<file path="config.mk">
export PLATFORM = sky130hd
export DESIGN_NAME = cma_job_sequencer_flat
export DESIGN_NICKNAME = d
export VERILOG_FILES = /design/src/rtl/cma_seq_pkg.sv /design/src/rtl/cma_job_sequencer_if.sv /design/src/rtl/cma_seq_addr_gen.sv /design/src/rtl/cma_job_sequencer.sv /design/src/flat_wrapper.sv
export SDC_FILE = /design/constraint.sdc
export NUM_CORES = 1
export LEC_CHECK = 0
export BUFFER_PORTS_ARGS = -buffer_cell sky130_fd_sc_hd__buf_2
export CAP_MARGIN = 10
export CORE_MARGIN = 2
export CORE_UTILIZATION = 53
export DETAILED_ROUTE_END_ITERATION = 10
export GPL_TIMING_DRIVEN = 0
export PLACE_DENSITY = 0.83
export SLEW_MARGIN = 10
export SYNTH_ARGS = -nofsm -noshare
export SYNTH_HDL_FRONTEND = slang
export SYNTH_SLANG_ARGS = --single-unit
</file>
<file path="constraint.sdc">
create_clock -name clk -period 4.53 [get_ports clk]
set_input_delay 0.453 -clock clk [delete_from_list [all_inputs] [get_ports clk]]
set_output_delay 0.453 -clock clk [all_outputs]
set_load 0.01 [all_outputs]
</file>
<file path="src/rtl/cma_seq_pkg.sv">
`default_nettype none
// ============================================================================
// Module      : cma_seq_pkg
// Description : Shared definitions for the CMA job sequencer: default widths
//               aligned with the global CMA constants, the watchdog default,
//               and the sequencer state encoding.
// Revision    : 1.0 - initial release
// ============================================================================
package cma_seq_pkg;

  localparam int c_DATA_W = 32;     // CMA data word width
  localparam int c_ADR_W  = 16;     // CMA global address width
  localparam int c_LEN_W  = 12;     // load / readback word-count width
  localparam int c_TO_CYC = 65535;  // default watchdog limit in WAIT cycles

  typedef enum logic [2:0] {
    S_IDLE = 3'd0,
    S_LOAD = 3'd1,
    S_RUN  = 3'd2,
    S_WAIT = 3'd3,
    S_READ = 3'd4,
    S_RCAP = 3'd5,
    S_OUT  = 3'd6
  } seq_state_t;

endpackage
`default_nettype wire

</file>
<file path="src/rtl/cma_job_sequencer_if.sv">
`default_nettype none
// ============================================================================
// Module      : cma_job_sequencer_if
// Description : Host-side bundle of the job sequencer: descriptor channel
//               (cmd_*), load-word stream (wd_*) and result stream (rd_*).
//               master = host, slave = sequencer.
// Revision    : 1.0 - initial release
// ============================================================================
interface cma_job_sequencer_if #(
  parameter int DATA_W = cma_seq_pkg::c_DATA_W,
  parameter int ADR_W  = cma_seq_pkg::c_ADR_W,
  parameter int LEN_W  = cma_seq_pkg::c_LEN_W
);
  logic              cmd_valid;
  logic              cmd_ready;
  logic [ADR_W-1:0]  cmd_wbase;
  logic [LEN_W-1:0]  cmd_wlen;
  logic [ADR_W-1:0]  cmd_rbase;
  logic [LEN_W-1:0]  cmd_rlen;
  logic              cmd_bank;
  logic              wd_valid;
  logic              wd_ready;
  logic [DATA_W-1:0] wd_data;
  logic              rd_valid;
  logic              rd_ready;
  logic [DATA_W-1:0] rd_data;

  modport master (
    output cmd_valid, cmd_wbase, cmd_wlen, cmd_rbase, cmd_rlen, cmd_bank,
    output wd_valid, wd_data, rd_ready,
    input  cmd_ready, wd_ready, rd_valid, rd_data
  );

  modport slave (
    input  cmd_valid, cmd_wbase, cmd_wlen, cmd_rbase, cmd_rlen, cmd_bank,
    input  wd_valid, wd_data, rd_ready,
    output cmd_ready, wd_ready, rd_valid, rd_data
  );
endinterface
`default_nettype wire

</file>
<file path="src/rtl/cma_seq_addr_gen.sv">
`default_nettype none
// ============================================================================
// Module      : cma_seq_addr_gen
// Description : Base + index address generator with last-word compare.
//               start latches base/len and zeroes the index; step advances it.
//               addr wraps modulo 2^ADR_W; last is high while the current
//               index is the final word of the run.
// Ports       : clk, rst   - clock, async active-high reset
//               start      - latch base_in / len_in, index <= 0
//               step       - index++
//               addr, last - current address, final-word flag
// Revision    : 1.0 - initial release
// ============================================================================
module cma_seq_addr_gen
  import cma_seq_pkg::*;
#(
  parameter int ADR_W = c_ADR_W,
  parameter int LEN_W = c_LEN_W
) (
  input  wire              clk,
  input  wire              rst,
  input  wire              start,
  input  wire [ADR_W-1:0]  base_in,
  input  wire [LEN_W-1:0]  len_in,
  input  wire              step,
  output logic [ADR_W-1:0] addr,
  output logic             last
);

  logic [ADR_W-1:0] r_base;
  logic [LEN_W-1:0] r_len;
  logic [LEN_W-1:0] r_idx;

  always_ff @(posedge clk or posedge rst) begin
    if (rst) begin
      r_base <= '0;
      r_len  <= '0;
      r_idx  <= '0;
    end else if (start) begin
      r_base <= base_in;
      r_len  <= len_in;
      r_idx  <= '0;
    end else if (step) begin
      r_idx  <= r_idx + 1'b1;
    end
  end

  assign addr = r_base + ADR_W'(r_idx);
  // One extra bit so idx+1 cannot wrap when len is the maximum count.
  assign last = ({1'b0, r_idx} + 1'b1) == {1'b0, r_len};

endmodule
`default_nettype wire

</file>
<file path="src/rtl/cma_job_sequencer.sv">
`default_nettype none
// ============================================================================
// Module      : cma_job_sequencer
// Description : Sequences one CMA job at a time: stream load words into CMA
//               memory, select bank, pulse run, wait for done under a
//               watchdog, then read result words back one at a time.
// Ports       : clk, rst        - clock, async active-high reset
//               host (slave)    - descriptor / load / result streams
//               o_exwe, o_exre, o_exwd, o_exa, o_cbank, o_run - CMA port
//               i_done, i_exrd  - CMA completion level, read data
//               busy            - not idle
//               timeout_err     - sticky watchdog flag, cleared by next job
// Revision    : 1.0 - initial release
// ============================================================================
module cma_job_sequencer
  import cma_seq_pkg::*;
#(
  parameter int DATA_W = c_DATA_W,
  parameter int ADR_W  = c_ADR_W,
  parameter int LEN_W  = c_LEN_W,
  parameter int RD_LAT = 1,
  parameter int TO_CYC = c_TO_CYC
) (
  input  wire                clk,
  input  wire                rst,
  cma_job_sequencer_if.slave host,
  output logic               o_exwe,
  output logic               o_exre,
  output logic [DATA_W-1:0]  o_exwd,
  output logic [ADR_W-1:0]   o_exa,
  output logic               o_cbank,
  output logic               o_run,
  input  wire                i_done,
  input  wire  [DATA_W-1:0]  i_exrd,
  output logic               busy,
  output logic               timeout_err
);

  localparam int                c_TO_W     = $clog2(TO_CYC + 1);
  localparam logic [c_TO_W-1:0] c_TO_LAST  = c_TO_W'(TO_CYC - 1);
  localparam logic [1:0]        c_LAT_LAST = 2'(RD_LAT - 1);

  if (RD_LAT < 1 || RD_LAT > 4) begin : g_bad_rd_lat
    $error("cma_job_sequencer: RD_LAT must be 1..4");
  end

  seq_state_t        r_state, w_next;
  logic              r_cbank, r_timeout, r_rlen_nz;
  logic [c_TO_W-1:0] r_wdog;   // index of the current WAIT cycle
  logic [1:0]        r_lat;    // index of the current RCAP cycle
  logic [DATA_W-1:0] r_rd_data;

  logic              w_start, w_wstep, w_rstep, w_exwe, w_exre, w_run;
  logic              w_to_fire, w_capture, w_wlast, w_rlast;
  logic [ADR_W-1:0]  w_waddr, w_raddr;

  cma_seq_addr_gen #(.ADR_W(ADR_W), .LEN_W(LEN_W)) u_wgen (
    .clk(clk), .rst(rst), .start(w_start), .base_in(host.cmd_wbase),
    .len_in(host.cmd_wlen), .step(w_wstep), .addr(w_waddr), .last(w_wlast)
  );

  cma_seq_addr_gen #(.ADR_W(ADR_W), .LEN_W(LEN_W)) u_rgen (
    .clk(clk), .rst(rst), .start(w_start), .base_in(host.cmd_rbase),
    .len_in(host.cmd_rlen), .step(w_rstep), .addr(w_raddr), .last(w_rlast)
  );

  always_ff @(posedge clk or posedge rst) begin
    if (rst) begin
      r_state   <= S_IDLE;
      r_cbank   <= 1'b0;
      r_timeout <= 1'b0;
      r_rlen_nz <= 1'b0;
      r_wdog    <= '0;
      r_lat     <= '0;
      r_rd_data <= '0;
    end else begin
      r_state <= w_next;
      if (w_start) begin
        r_cbank   <= host.cmd_bank;
        r_timeout <= 1'b0;
        r_rlen_nz <= (host.cmd_rlen != '0);
      end
      if (w_to_fire) r_timeout <= 1'b1;
      if (r_state == S_WAIT) r_wdog <= r_wdog + 1'b1;
      else                   r_wdog <= '0;
      if (r_state == S_RCAP) r_lat <= r_lat + 1'b1;
      else                   r_lat <= '0;
      if (w_capture) r_rd_data <= i_exrd;
    end
  end

  always_comb begin
    w_next    = r_state;
    w_start   = 1'b0;
    w_wstep   = 1'b0;
    w_rstep   = 1'b0;
    w_exwe    = 1'b0;
    w_exre    = 1'b0;
    w_run     = 1'b0;
    w_to_fire = 1'b0;
    w_capture = 1'b0;
    unique case (r_state)
      S_IDLE: if (host.cmd_valid) begin
        w_start = 1'b1;
        w_next  = (host.cmd_wlen != '0) ? S_LOAD : S_RUN;
      end
      S_LOAD: if (host.wd_valid) begin
        w_exwe  = 1'b1;
        w_wstep = 1'b1;
        if (w_wlast) w_next = S_RUN;
      end
      S_RUN: begin
        w_run  = 1'b1;
        w_next = S_WAIT;
      end
      // Done wins over the watchdog on the final WAIT cycle.
      S_WAIT: if (i_done) begin
        w_next = r_rlen_nz ? S_READ : S_IDLE;
      end else if (r_wdog == c_TO_LAST) begin
        w_to_fire = 1'b1;
        w_next    = S_IDLE;
      end
      S_READ: begin
        w_exre = 1'b1;
        w_next = S_RCAP;
      end
      S_RCAP: if (r_lat == c_LAT_LAST) begin
        w_capture = 1'b1;
        w_next    = S_OUT;
      end
      S_OUT: if (host.rd_ready) begin
        w_rstep = 1'b1;
        w_next  = w_rlast ? S_IDLE : S_READ;
      end
      default: w_next = S_IDLE;
    endcase
  end

  assign o_exwe      = w_exwe;
  assign o_exre      = w_exre;
  assign o_run       = w_run;
  assign o_exwd      = w_exwe ? host.wd_data : '0;
  assign o_exa       = w_exwe ? w_waddr : (w_exre ? w_raddr : '0);
  assign o_cbank     = r_cbank;
  assign busy        = (r_state != S_IDLE);
  assign timeout_err = r_timeout;

  // Gated with rst so every output reads 0 while reset is held.
  assign host.cmd_ready = (r_state == S_IDLE) && !rst;
  assign host.wd_ready  = (r_state == S_LOAD);
  assign host.rd_valid  = (r_state == S_OUT);
  assign host.rd_data   = r_rd_data;

endmodule
`default_nettype wire

</file>
<file path="src/flat_wrapper.sv">
// flat-port wrapper written by rule: the top's interface ports become plain ports
module cma_job_sequencer_flat import cma_seq_pkg::*;
#(
  parameter int DATA_W = c_DATA_W,
  parameter int ADR_W  = c_ADR_W,
  parameter int LEN_W  = c_LEN_W,
  parameter int RD_LAT = 1,
  parameter int TO_CYC = c_TO_CYC
)
  (clk, rst, o_exwe, o_exre, o_exwd, o_exa, o_cbank, o_run, i_done, i_exrd, busy, timeout_err, host_cmd_valid, host_cmd_wbase, host_cmd_wlen, host_cmd_rbase, host_cmd_rlen, host_cmd_bank, host_wd_valid, host_wd_data, host_rd_ready, host_cmd_ready, host_wd_ready, host_rd_valid, host_rd_data);
  cma_job_sequencer_if #(.DATA_W(DATA_W), .ADR_W(ADR_W), .LEN_W(LEN_W)) host_i ();
  input  wire clk;
  input  wire rst;
  output logic o_exwe;
  output logic o_exre;
  output logic [DATA_W-1:0] o_exwd;
  output logic [ADR_W-1:0] o_exa;
  output logic o_cbank;
  output logic o_run;
  input  wire i_done;
  input  wire  [DATA_W-1:0] i_exrd;
  output logic busy;
  output logic timeout_err;
  input wire logic [$bits(host_i.cmd_valid)-1:0] host_cmd_valid;
  input wire logic [$bits(host_i.cmd_wbase)-1:0] host_cmd_wbase;
  input wire logic [$bits(host_i.cmd_wlen)-1:0] host_cmd_wlen;
  input wire logic [$bits(host_i.cmd_rbase)-1:0] host_cmd_rbase;
  input wire logic [$bits(host_i.cmd_rlen)-1:0] host_cmd_rlen;
  input wire logic [$bits(host_i.cmd_bank)-1:0] host_cmd_bank;
  input wire logic [$bits(host_i.wd_valid)-1:0] host_wd_valid;
  input wire logic [$bits(host_i.wd_data)-1:0] host_wd_data;
  input wire logic [$bits(host_i.rd_ready)-1:0] host_rd_ready;
  output wire logic [$bits(host_i.cmd_ready)-1:0] host_cmd_ready;
  output wire logic [$bits(host_i.wd_ready)-1:0] host_wd_ready;
  output wire logic [$bits(host_i.rd_valid)-1:0] host_rd_valid;
  output wire logic [$bits(host_i.rd_data)-1:0] host_rd_data;
  assign host_i.cmd_valid = host_cmd_valid;
  assign host_i.cmd_wbase = host_cmd_wbase;
  assign host_i.cmd_wlen = host_cmd_wlen;
  assign host_i.cmd_rbase = host_cmd_rbase;
  assign host_i.cmd_rlen = host_cmd_rlen;
  assign host_i.cmd_bank = host_cmd_bank;
  assign host_i.wd_valid = host_wd_valid;
  assign host_i.wd_data = host_wd_data;
  assign host_i.rd_ready = host_rd_ready;
  assign host_cmd_ready = host_i.cmd_ready;
  assign host_wd_ready = host_i.wd_ready;
  assign host_rd_valid = host_i.rd_valid;
  assign host_rd_data = host_i.rd_data;
  cma_job_sequencer #(.DATA_W(DATA_W), .ADR_W(ADR_W), .LEN_W(LEN_W), .RD_LAT(RD_LAT), .TO_CYC(TO_CYC)) u_core (.clk(clk), .rst(rst), .host(host_i), .o_exwe(o_exwe), .o_exre(o_exre), .o_exwd(o_exwd), .o_exa(o_exa), .o_cbank(o_cbank), .o_run(o_run), .i_done(i_done), .i_exrd(i_exrd), .busy(busy), .timeout_err(timeout_err));
endmodule
</file>
==> results by group, run 1 <==
Power and ir drop
  – Max IR drop VDD: around 0.54 mV
  – PwrDens: roughly 570 mW/mm2
  – Total chip power: between 5 and 6 mW
  – Leakage power: 5.099 nW

Placed design
  – GP Congestion: 0.9180
  – Port bufs: ~220
  – DPL Wire Length: around 16000 um
  – Post-placement cell count: approximately 1300

Logic synthesis
  – Mean Syn Cell Area: 8.901 um2
  – Synth Cell Area: between 0.007 and 0.008 mm2
  – Distinct cells, synth: 59
  – Count leader, synth: nand2_1
  – Cell count after synthesis: 892
  – Synth area leader: dfrtp_1
  – Ys async rst share: 100.0%
  – Post-Syn Nets: between 1000 and 1500
  – Top cells by count, synth: nand2_1 (220), dfrtp_1 (136), nor2_1 (54), o21ai_0 (54), and3_1 (46)
  – Syn. warnings: 0
  – Seq/Total Area, Yosys: a little over two fifths
  – Synth top area share: a little over two fifths
  – Yosys reg bits: 136
  – Synth top area cells: dfrtp_1 (43%), nand2_1 (10%), mux2_2 (4.7%)
  – Post-synth EDFFs: 0
  – Synth Flop Type: dfrtp_1

STA
  – Pins over their slew limit: 0
  – Final Hold Vio Count: 0
  – Worst clock skew: between 0.006 and 0.007 ns
  – Slew HR: 52.38%
  – Final period utilization: about four fifths
  – Worst Tran Pin Value: slightly above 0.7 ns
  – Setup violators final: 0
  – Min Tclk post-route: about 3.7 ns
  – Setup TNS: 0 ns
  – Max Fclk: roughly 0.27 GHz
  – RSZ-0062 raised after global routing: false

Critical path
  – Crit Path Max Fanout: 8
  – Crit. End Element: output pin
  – CP Class: reg -> out
  – CP Data Required Time: a little over 4 ns
  – Crit path DAT: between 3 and 4 ns
  – CP startpoint kind: register

Routing
  – Via Count: roughly 7500
  – DRT Pass-1 Iters: 5
  – Iteration-0 DRC Markers: 580
  – WL final: 21710 um
  – Number of routed nets with antenna violations: 0
  – # DRC: 0
  – Routed length per instance: 16.40 um
  – Via density per instance: about 5.7

Clock network
  – Hold_buf cts: 0
  – Clk sinks: roughly 140
  – H-tree levels: 4
  – Num CTS Buffers: 17
  – Clock-pin slew on the worst setup and hold paths: 0.06 ns
  – Clk_lat worst skew: 0.43 ns
  – Clock Root Buffer: clkbuf_16
  – Post-CTS Setup Bufs: 0
  – CTS Buffer Depth: 2
  – Resize count post-CTS: 0
  – TritonCTS clock tree: done

Run status
  – Run status: completed

Global route
  – Initial antenna violation count: 1
  – Global-route wire length before repair: between 30000 and 40000 um
  – Total Routing Usage GR: a little over a quarter
  – Total congestion overflow: 0
  – Largest net degree at the start of global routing: between 80 and 90
  – Vias in the first global route: 7187

Cells and area
  – Fillers: approximately 1200
  – Finished Layout Cells: between 1000 and 1500
  – Antenna Cells: 0
  – Area delta synth->final: 24.52%
  – Layout cells sized above 1: around 27%
  – Layout Nets: about 1300

Floorplanning
  – Rows: 44
  – Die ar.: 0.01598 mm2
  – Core area: between 0.01 and 0.015 mm2
  – Starting density of the core: 54.43%
  – Die H: 126.4 um
  – Die width: between 100 and 150 um
  – # IOs: between 200 and 250

Job
  – Max capacitance violation total: 0

Worst hold path
  – Worst min path class: in -> async
## cells in the final DEF (no fill, tap or decap), types with 5 or more instances in the layout
master	n
o211ai_1	6
inv_6	5
clkbuf_16	17
a21oi_1	23
and3_1	46
nand3_1	28
nor4_1	8
nand4_1	10
ha_1	29
nand2_1	220
o31ai_1	12
buf_2	230
o21ai_0	54
o22ai_1	15
nand2b_1	5
clkbuf_1	23
mux2_2	33
nor2_1	54
nor3_1	7
a211oi_1	6
xor2_1	39
xnor2_1	28
nor3b_1	5
a31oi_1	9
a21o_1	7
inv_1	12
dfrtp_1	136
## kinds of logic (layout without fill, tap and decap cells)
logic type	Yosys count	count (layout)	share of synthesized area, %
AO/OA/AOI/OAI	160	160	13.22
XOR/XNOR	67	67	7.391
adder cells (fa/ha/maj)	31	31	5.074
buffers and inverters	51	299	2.647
flip-flops	136	136	42.86
multiplexers	37	37	5.184
AND/OR/NAND/NOR	410	410	23.62
## routing by layer
| metal | up-vias | part of all wire [%] | global-route usage (%) |
|---|---|---|---|
| li1 | 3612 | - | - |
| met1 | 3556 | 42 | 36.28 |
| met2 | 279 | 49 | 45.36 |
| met3 | 37 | 7.3 | 6.959 |
| met4 | 2 | 1.7 | 7.434 |
| met5 | - | 0.060 | 0 |
## layout make-up
class	count	area, um2	area share (%)
Tap cell	184	230.2	2.329
Timing Repair Buffer	216	1104	11.16
Multi-Input combinational cell	705	4327	43.76
Buffer	38	161.4	1.633
Clock inverter	15	182.7	1.848
Inverter	13	53.80	0.5442
Clock buffer	17	425.4	4.303
Sequential cell	136	3403	34.42
## critical path, stage by stage, from the launching register on
cell	delay, ns
dfrtp_1	0.47
ha_1	0.27
fa_1	0.44
a211o_1	0.28
o211ai_1	0.17
a211oi_1	0.16
nor4_1	0.38
nor3_1	0.13
xnor2_1	0.15
o22ai_1	0.15
buf_2	0.16
## final timing paths
check	slack [ns]	endpoint	start	cells after the start
hold reg to reg	0.42	u_core.r_lat[0]$_DFF_PP0_	u_core.r_lat[0]$_DFF_PP0_	1
max in group asynchronous	3.69	u_core.u_wgen.r_base[6]$_DFFE_PP0P_	rst	3
min in group clk	0.20	u_core.u_rgen.r_base[4]$_DFFE_PP0P_	host_cmd_rbase[4]	3
setup / recovery	0.88	o_exa[14]	u_core.u_rgen.r_idx[0]$_DFFE_PP0P_	10
setup reg to reg	2.00	u_core.u_wgen.r_idx[5]$_DFFE_PP0P_	u_core.r_state[1]$_DFFE_PP0P_	8
hold / removal	0.06	u_core.host.rd_data[27]$_DFFE_PP0P_	rst	2
## through the flow
stage | util, % | setup WS (ns) | area [um2] | hold WS (ns)
floorplan | - | 0.4375 | 7940 | 0.4027
global placement | 63.38 | -1.081 | 9246 | 0.4146
detailed placement | 63.60 | 1.385 | 9279 | 0.4145
CTS | 67.77 | 0.8843 | 9887 | 0.07110
global route | 67.77 | 0.6394 | 9887 | 0.09493
finish | 67.77 | 0.8793 | 9887 | 0.05934
## report_power, final
group | switching (mW) | internal [mW] | total (mW)
combinational | 1.27 | 0.966 | 2.24
sequential | 0.347 | 1.64 | 1.99
clock | 0.602 | 0.834 | 1.44
total | 2.22 | 3.44 | 5.66
## registers in the layout, summed over array words and instances (netlist names)
name	cells
u_core.r_wdog	16
u_core.timeout_err	1
u_core.u_wgen.r_base	16
u_core.u_rgen.r_len	12
u_core.u_wgen.r_idx	12
u_core.u_rgen.r_idx	12
u_core.host.rd_data	32
u_core.r_state	3
u_core.u_wgen.r_len	12
u_core.r_rlen_nz	1
u_core.r_lat	2
u_core.o_cbank	1
u_core.u_rgen.r_base	16
No activity file was read; power rests on OpenSTA's default activity.
==> inputs of run 2 (changes only) <==
ABC_AREA = 1   (was unset)
CORE_UTILIZATION = 54   (was 53)
PLACE_DENSITY = 0.84   (was 0.83)
clock period = 3.4 ns   (was 4.53 ns; I/O delays follow)
==> results by group, run 2 <==
Run status
  – Run status: finished with violations
  – Failing checks: negative hold slack

Power and ir drop
  – Max IR drop VDD: between 0.6 and 0.7 mV
  – Flop pwr share: between 30 and 40%
  – Fraction of power spent switching nets: between 40% and 50%
  – Clock power frac: 26.6%
  – Power share of the combinational group: between 30% and 40%
  – PwrDens: 752.5 mW/mm2
  – NetSw: approximately 3.1 mW
  – Leakage power: between 5 and 6 nW
  – Internal: 4.547 mW

Clock network
  – Clock-pin slew on the worst setup and hold paths: roughly 0.07 ns
  – Clk sinks: ~140
  – Num CTS Buffers: 17
  – H-tree levels: 4
  – Clk_lat worst skew: between 0.4 and 0.5 ns
  – Post-CTS Setup Bufs: 0
  – Clock Root Buffer: clkbuf_16
  – CTS Buffer Depth: 2
  – TritonCTS clock tree: done

Cells and area
  – Layout Nets: roughly 1500
  – Register area: around 0.0034 mm2
  – Most common cell after layout, fill and taps aside: nand2_1
  – Antenna Cells: 0
  – Layout cells sized above 1: 24.46%
  – Fillers: between 1000 and 1500
  – Max reg flops: 32
  – Commonest cells after routing, fill and taps aside: nand2_1 (331), buf_2 (226), dfrtp_1 (136)
  – Area delta synth->final: 24.98%
  – Multi-input logic area: 0.004126 mm2

Logic synthesis
  – Cell count after synthesis: approximately 1100
  – Post-synth EDFFs: 0
  – Synth area leader: dfrtp_1
  – Count leader, synth: nand2_1
  – Mean Syn Cell Area: between 7 and 8 um2
  – Yosys reg bits: about 140
  – Top cells by count, synth: nand2_1 (331), dfrtp_1 (136), inv_1 (136)
  – Ys async rst share: 100.0%
  – Synth Cell Area: 0.008159 mm2
  – Post-Syn Nets: roughly 1200
  – Synth Flop Type: dfrtp_1
  – Synth top area share: 41.71%
  – Distinct cells, synth: 46
  – Synth top area cells: dfrtp_1 (42%), nand2_1 (15%), inv_1 (6.3%)
  – Syn. warnings: 0
  – Seq/Total Area, Yosys: 41.71%

STA
  – RSZ-0062 raised after global routing: false
  – Hold slack: -0.004201 ns
  – Max Fclk: 0.3230 GHz
  – Worst Tran Pin Value: 0.6789 ns
  – Min Tclk post-route: about 3.1 ns
  – Final setup margin: ~0.30 ns
  – Setup TNS: 0 ns
  – Final period utilization: approximately nine tenths
  – Final Hold Vio Count: 7
  – Pins over their slew limit: 0
  – Setup violators final: 0
  – Slew HR: roughly 55%
  – Worst clock skew: between 0.009 and 0.01 ns

Critical path
  – Crit Path Max Fanout: 5
  – Crit path from: u_core.u_wgen.r_idx[0]$_DFFE_PP0P_
  – R2r endpoint: u_core.r_state[2]$_DFFE_PP0P_
  – R2R Path Start: u_core.u_rgen.r_idx[1]$_DFFE_PP0P_
  – CP startpoint kind: register
  – CP Class: reg -> out
  – R2R cell count: 14
  – R2R Setup Slk: between 1 and 1.5 ns
  – Crit. End Element: output pin
  – CP Data Required Time: slightly above 3 ns
  – Crit path DAT: 2.76 ns

Routing
  – WL final: approximately 25000 um
  – DR WL met3: approximately 2400 um
  – Number of routed nets with antenna violations: 0
  – Via Count: 8330
  – WL met1: roughly 9500 um
  – DR top layer: met4
  – Via density per instance: roughly 5.5
  – Routed length per instance: ~16 um
  – Iteration-0 DRC Markers: ~590
  – DRT Pass-1 Iters: 8
  – Wire length on met2: between 10000 and 15000 um
  – # DRC: 0

Floorplanning
  – Die H: between 100 and 150 um
  – Die width: 126.9 um
  – Starting density of the core: between 50% and 60%
  – # IOs: between 200 and 250
  – Die ar.: between 0.015 and 0.02 mm2
  – Core area: between 0.01 and 0.015 mm2
  – Rows: 44

Global route
  – Total congestion overflow: 0
  – Vias in the first global route: 8000
  – Global-route wire length before repair: slightly below 40000 um
  – Largest net degree at the start of global routing: 31
  – Initial antenna violation count: 0
  – Total Routing Usage GR: between 30% and 40%

Placed design
  – DPL Wire Length: roughly 19000 um
  – GP Congestion: between 0.9 and 1
  – Pre-CTS setup slack: around 0.69 ns
  – Port bufs: around 220

Worst hold path
  – Worst min path class: in -> async

Job
  – Max capacitance violation total: 0
[run 2: changes by cell type after synthesis, moves of 7 or more]
cell,delta
and3_1,-46
nor2_2,+8
xnor2_1,-23
nor2_1,+45
nand2_2,+7
a21oi_1,+11
inv_1,+123
nand2_1,+111
o31ai_1,-11
clkbuf_1,-10
xor2_1,-27
nand3_1,+49
[run 2: power by group through the flow]
stage,Sequential [mW],Clock (mW),Combinational (mW)
after floorplan,2.61,0,1.86
after global placement,2.60,0,2.86
after detailed placement,2.63,0,2.97
after CTS,2.62,2.05,3.00
after global routing,2.68,2.13,3.36
final,2.63,2.04,3.00
[run 2: how the worst max path moves through the flow]
stage / slack, ns / cells past startpoint / to
2_1_floorplan: 1.13 / 9 / o_exa[14]
3_3_place_gp: 0.50 / 2 / u_core.u_wgen.r_base[10]$_DFFE_PP0P_
3_5_place_dp: 0.69 / 10 / o_exa[14]
4_1_cts: 0.16 / 10 / o_exa[14]
5_1_grt: 0.11 / 10 / o_exa[14]
6_report: 0.30 / 10 / o_exa[14]
[run 2: area by class of cell]
class / instances / area share (%)
repair buffers: 219 / 11.34
well taps: 184 / 2.258
flip-flops and latches: 136 / 33.37
inverters: 138 / 5.117
multi-input cells: 783 / 40.47
clock inverters: 15 / 2.184
plain buffers: 25 / 1.092
clock buffers: 17 / 4.172
[run 2: metal layers]
layer / up-vias / global-route usage (%)
met1: 3848 / 36.90
met4: 0 / 11.31
met2: 438 / 53.89
met5: - / 0
li1: 3980 / -
met3: 64 / 8.604
[run 2: worst max-delay path: stages (launching register included)]
cell and delay (ns):
dfrtp_1 0.48, ha_1 0.23, inv_1 0.06, fa_1 0.41, o21ai_1 0.32, nand4_1 0.15
nand4_1 0.19, a21oi_1 0.10, o21ai_0 0.17, nand2_1 0.08, buf_2 0.14
[run 2: logic make-up after synthesis]
logic type,after synthesis,share of synthesized area (%)
AND/OR/NAND/NOR,570,29.93
buffers and inverters,163,7.713
flip-flops,136,41.71
AO/OA/AOI/OAI,132,9.170
multiplexers,32,4.417
adder cells (fa/ha/maj),31,4.938
XOR/XNOR,18,2.116
[run 2: stage by stage]
stage	utilization [%]	cell area (um2)	power, mW	std cells
2_1_floorplan	-	8163	4.475	1082
5_1_grt	69.63	10200	8.166	1517
6_report	69.63	10200	7.673	1517
4_1_cts	69.63	10200	7.663	1517
3_3_place_gp	64.66	9469	5.460	1481
3_5_place_dp	65.21	9549	5.596	1485
[run 2: timing repair]
| action | in CTS | in global routing |
|---|---|---|
| resized for setup | 0 | 1 |
| hold buffers | 0 | 0 |
| endpoints found under the setup margin | 0 | 2 |
